$ cat src/rtl/ahfp_norm.sv
// ahfp_norm: multicycle normaliser for single-precision adder/subtractor results.
// Takes the sign, the exponent and a raw 25-bit magnitude. It shifts the magnitude
// until bit 23 holds the leading one, adjusts the exponent, and packs an IEEE-754 single.
// The block uses a start/done multicycle custom-instruction handshake.
//
// Parameters:
//   LZ_STEP  left-shift stride per cycle while the top LZ_STEP bits of m[23:0] are zero (1,2,4,8)
// Configuration macro:
//   AHFP_NORM_ROUND_EN  keep the right-shifted guard bit and round ties-to-even;
//                       undefined -> truncate, no rounding logic
// Ports:
//   clk     in   rising-edge clock
//   reset   in   asynchronous active-high reset
//   clk_en  in   clock enable; low freezes all registers
//   start   in   request, sampled in IDLE when clk_en=1
//   dataa   in   [31]=sign, [30:23]=exponent
//   datab   in   [24:0]=raw magnitude (bit24 carry, bit23 hidden one)
//   done    out  one-cycle completion pulse
//   result  out  packed IEEE single, held until the next completion
module ahfp_norm #(
  parameter int unsigned LZ_STEP = 1
) (
  input  logic        clk,
  input  logic        reset,
  input  logic        clk_en,
  input  logic        start,
  input  logic [31:0] dataa,
  input  logic [31:0] datab,
  output logic        done,
  output logic [31:0] result
);

  localparam int unsigned MW = 25;
  localparam int unsigned EW = 8;

  typedef enum logic [1:0] {
    ST_IDLE = 2'd0,
    ST_NORM = 2'd1,
    ST_DONE = 2'd2
  } state_t;

  state_t          state_q, state_d;
  logic [MW-1:0]   m_q, m_d;
  logic [EW-1:0]   e_q, e_d;
  logic            s_q, s_d;
  logic            done_q, done_d;
  logic [31:0]     result_q, result_d;
`ifdef AHFP_NORM_ROUND_EN
  logic            g_q, g_d;
`endif

  logic            lz_zero;
  logic            big_step;
  logic            unused_inputs;

  // Only sign/exponent of dataa and the 25-bit magnitude of datab are meaningful
  assign unused_inputs = ^{dataa[22:0], datab[31:25]};

  // A wide left step is taken only when it cannot push the exponent to zero or below
  assign lz_zero  = (m_q[23 -: LZ_STEP] == '0);
  assign big_step = lz_zero && (e_q > EW'(LZ_STEP));

  // Next-state and datapath: one normalisation action per NORM cycle
  always_comb begin
    state_d  = state_q;
    m_d      = m_q;
    e_d      = e_q;
    s_d      = s_q;
    done_d   = 1'b0;
    result_d = result_q;
`ifdef AHFP_NORM_ROUND_EN
    g_d      = g_q;
`endif
    unique case (state_q)
      ST_IDLE: begin
        if (start) begin
          s_d     = dataa[31];
          e_d     = dataa[30:23];
          m_d     = datab[MW-1:0];
`ifdef AHFP_NORM_ROUND_EN
          g_d     = 1'b0;
`endif
          state_d = ST_NORM;
        end
      end
      ST_NORM: begin
        if (e_q == 8'hFF) begin
          result_d = {s_q, 8'hFF, m_q[22:0]};
          state_d  = ST_DONE;
        end else if ((m_q == '0) || (e_q == '0)) begin
          result_d = {s_q, 31'b0};
          state_d  = ST_DONE;
        end else if (m_q[24]) begin
          if (e_q == 8'hFE) begin
            result_d = {s_q, 8'hFF, 23'b0};
            state_d  = ST_DONE;
          end else begin
            m_d = m_q >> 1;
            e_d = e_q + EW'(1);
`ifdef AHFP_NORM_ROUND_EN
            g_d = m_q[0];
`endif
          end
        end else if (m_q[23]) begin
`ifdef AHFP_NORM_ROUND_EN
          // Guard set and odd lsb rounds up; a carry into bit24 is handled next cycle
          if (g_q && m_q[0]) begin
            m_d = m_q + MW'(1);
            g_d = 1'b0;
          end else begin
            result_d = {s_q, e_q, m_q[22:0]};
            state_d  = ST_DONE;
          end
`else
          result_d = {s_q, e_q, m_q[22:0]};
          state_d  = ST_DONE;
`endif
        end else begin
          if (e_q == EW'(1)) begin
            result_d = {s_q, 31'b0};
            state_d  = ST_DONE;
          end else if (big_step) begin
            m_d = m_q << LZ_STEP;
            e_d = e_q - EW'(LZ_STEP);
          end else begin
            m_d = m_q << 1;
            e_d = e_q - EW'(1);
          end
        end
      end
      ST_DONE: begin
        done_d  = 1'b1;
        state_d = ST_IDLE;
      end
      default: state_d = ST_IDLE;
    endcase
  end

  // State and datapath registers, frozen while clk_en is low
  always_ff @(posedge clk or posedge reset) begin
    if (reset) begin
      state_q  <= ST_IDLE;
      m_q      <= '0;
      e_q      <= '0;
      s_q      <= 1'b0;
      done_q   <= 1'b0;
      result_q <= '0;
`ifdef AHFP_NORM_ROUND_EN
      g_q      <= 1'b0;
`endif
    end else if (clk_en) begin
      state_q  <= state_d;
      m_q      <= m_d;
      e_q      <= e_d;
      s_q      <= s_d;
      done_q   <= done_d;
      result_q <= result_d;
`ifdef AHFP_NORM_ROUND_EN
      g_q      <= g_d;
`endif
    end
  end

  assign done   = done_q;
  assign result = result_q;

endmodule

$ cat config.mk
export PLATFORM = sky130hd
export DESIGN_NAME = ahfp_norm
export DESIGN_NICKNAME = d
export VERILOG_FILES = /design/src/rtl/ahfp_norm.sv
export SDC_FILE = /design/constraint.sdc
export NUM_CORES = 1
export LEC_CHECK = 0
export BUFFER_PORTS_ARGS = -buffer_cell sky130_fd_sc_hd__buf_4
export CORE_MARGIN = 2
export CORE_UTILIZATION = 55
export DETAILED_ROUTE_END_ITERATION = 8
export PLACE_DENSITY = 0.83
export SLEW_MARGIN = 30
export SYNTH_ARGS = -nofsm -noshare
export SYNTH_HDL_FRONTEND = slang
export SYNTH_SLANG_ARGS = --single-unit
$ cat constraint.sdc
create_clock -name clk -period 4.1 [get_ports clk]
set_input_delay 0.41 -clock clk [delete_from_list [all_inputs] [get_ports clk]]
set_output_delay 0.41 -clock clk [all_outputs]
set_load 0.005 [all_outputs]
==> summary.md <==
| Metric | Value |
|---|---|
| First-pass GRT wire length | `15.3 mm` |
| Post-route DRC violation count | `0` |
| Vias in the first global route | `3001` |
| Cell Pwr Density | `between 800 and 900 nW/um2` |
| Total CTS buffers | `9` |
| Final instance area | `4550 um2` |
| Post-synth EDFFs | `0` |
| Area grow syn2layout | `19.4%` |
| Crit path kind | `register to register` |
| Max Used Layer | `met4` |
| Crit. End Element | `register` |
| Post-DP HPWL | `between 6 and 7 mm` |
| # hold bufs at CTS | `0` |
| CP Max Fanout | `37` |
| Clock transition at path regs | `~80 ps` |
| Global Route Usage Sum | `roughly 26%` |
| Flip-flop and latch count after synthesis | `69` |
| Fin Clk Skew | `10.4 ps` |
| Reg-to-reg slack, setup | `1110 ps` |
| Final worst slack | `roughly 1100 ps` |
| Maximum VDD drop | `0.000386 V` |
| Cells after synthesis | `360` |
| Status | `finished, final reports clean` |
| Synth Area per Inst | `10.6 um2` |
| GR Overflow Total | `0` |
| Clock Path Buffers | `2` |
| Fin util | `67.3%` |
| Min Clock Period, post-route | `approximately 3000 ps` |
| Placed Area | `about 4300 um2` |
| Crit path required time | `approximately 4300 ps` |
| Achievable Freq | `334 MHz` |
| DR WL/cell | `between 15 and 20 um` |
| Worst hold margin | `roughly 160 ps` |
| Rows | `30` |
| DP Worst Slack | `around 1100 ps` |
| GPL Wtd Cong | `0.836` |
| Core Region | `between 6000 and 7000 um2` |
| CTS tree | `yes` |
| RSZ-0062 raised after global routing | `false` |
| Initial antenna violation count | `0` |
| Top FF cell, synth | `dfrtp_1` |
| Die Ht | `a little under 90 um` |
| Setup tns final | `0 ps` |
| Worst min path class | `input port to async pin` |
| Largest net degree at the start of global routing | `between 50 and 60` |
| Nets | `slightly below 500` |
| Die X | `a little under 90 um` |
| Fraction of registers with async set or reset after synthesis | `100%` |
| Antenna Cells | `0` |
| Worst skew pair latency | `approximately 350 ps` |
| Syn_nets | `between 400 and 500` |
| Leakage power | `2.05 nW` |
| Met2 wire length | `approximately 4.5 mm` |
| Rel. slew slack | `48.2%` |
| Least-Margin Pin Slew | `roughly 770 ps` |
| Post-CTS Setup Repair Bufs | `0` |
| First-pass DRT Iterations | `5` |
| Max-cap viol count | `0` |
| Antenna violation net count after detailed routing | `0` |
| Synth unique cells | `54` |
| Crit start category | `register` |
| Routed length on met3 | `roughly 570 um` |
| DIE AREA | `~7600 um2` |
| Setup violations, final | `0` |
| Fraction of the cycle the final worst path needs | `about 73%` |
| Final Max Tran Viols | `0` |
| Crit path DAT | `about 3200 ps` |
| Layout cells sized above 1 | `around 32%` |
| Seq/Total Area, Yosys | `a little under half` |
| H-tree level count | `3` |
| First DRT Iteration DRCs | `roughly 260` |
| Warnings, synthesis | `0` |
| DR vias | `between 3000 and 4000` |
| Fill count | `524` |
| Routed WL | `approximately 9.3 mm` |
| Hold Vio Cnt, Final | `0` |
| Clock tree root driver cell | `clkbuf_8` |
| PortBufs | `70` |
| Vias per cell | `between 6 and 7` |
| Netlist Area Pre-Place | `between 3000 and 4000 um2` |
| Clk sinks | `between 60 and 70` |
| Post-CTS sizing | `0` |
| Ports | `101` |
| Wire length on met1 | `4.11 mm` |
| Initial Util | `between 50% and 60%` |
==> cells by family after synthesis <==
family / count (synthesis) / synth area share [%]
flops: 69 / 45.4
mux: 28 / 9.99
buf+inv: 36 / 5.09
simple gates: 115 / 14.8
compound gates: 107 / 23.2
fa+ha+maj: 4 / 1.31
xor+xnor: 1 / 0.230
==> critical path, stage by stage, from the launching register on <==
cell and delay, ps:
dfrtp_1 610, nand2b_1 180, buf_4 370, or3_4 230, o31ai_4 130, a211oi_4 530
buf_4 430, mux2_2 380
==> routing by layer <==
layer	up-vias	GRT usage [%]
li1	1476	-
met1	1590	37.0
met2	138	39.6
met3	14	4.17
met4	0	9.79
met5	-	0
==> final cells by class <==
| class | instances | area, um2 | area share, % |
|---|---|---|---|
| multi-input cells | 255 | 1890 | 41.6 |
| well taps | 80 | 100 | 2.20 |
| flip-flops and latches | 69 | 1730 | 38.0 |
| repair buffers | 78 | 586 | 12.9 |
| clock buffers | 10 | 138 | 3.03 |
| clock inverters | 4 | 73.8 | 1.62 |
| inverters | 7 | 28.8 | 0.633 |
==> cell usage in the layout (no fill, tap or decap), types with 3 or more instances in the layout <==
master	n
dfrtp_1	69
nor4_1	5
o22a_1	5
a221o_1	8
a221oi_1	22
o21ai_0	12
a31oi_1	5
nand2_1	28
inv_1	5
nor2_1	54
a211oi_1	7
o22ai_1	4
a22o_1	23
buf_4	78
nand4_1	6
ha_1	4
mux2_2	8
mux2_4	18
a21oi_1	5
nand3_1	3
clkbuf_8	10
==> flip-flops by register name, indices dropped and copies added (netlist names) <==
| name | flops |
|---|---|
| s_q | 1 |
| result | 32 |
| state_q | 2 |
| m_q | 25 |
| done | 1 |
| e_q | 8 |
==> path summary, 6_finish.rpt <==
path                                        start                   to  cells past startpoint
max                        state_q[0]$_DFFE_PP0P_  m_q[22]$_DFFE_PP0P_                      7
min                                         reset  m_q[16]$_DFFE_PP0P_                      2
max reg2reg                state_q[0]$_DFFE_PP0P_  m_q[22]$_DFFE_PP0P_                      7
min reg2reg                       s_q$_DFFE_PP0P_      s_q$_DFFE_PP0P_                      1
max in group asynchronous                   reset   m_q[0]$_DFFE_PP0P_                      3
min in group clk                        dataa[31]      s_q$_DFFE_PP0P_                      2
==> synth_stat cells, types with 5 or more instances <==
cell	count	area, um2
dfrtp_1	69	1730
nor2_1	54	203
nand2_1	28	105
a22o_1	23	201
a221oi_1	22	193
mux2_4	18	270
clkbuf_1	15	56.3
o21ai_0	12	60.1
a221o_1	8	80.1
buf_2	8	40.0
mux2_2	8	90.1
a211oi_1	7	52.6
inv_1	6	22.5
nand4_1	6	37.5
a21oi_1	5	25.0
a31oi_1	5	31.3
nor4_1	5	31.3
o22a_1	5	43.8
==> through the flow <==
stage	total power, mW	std cells
4_1_cts	3.78	503
3_3_place_gp	3.09	489
3_5_place_dp	3.16	489
2_1_floorplan	2.64	360
6_report	3.78	503
5_1_grt	4.04	503
==> power breakdown <==
| part | switching (mW) | internal (mW) |
|---|---|---|
| Combinational | 0.810 | 0.915 |
| Sequential | 0.442 | 1.01 |
| Clock | 0.252 | 0.352 |
| Total | 1.50 | 2.28 |
Note: power is estimated with default switching activity, not from simulation.
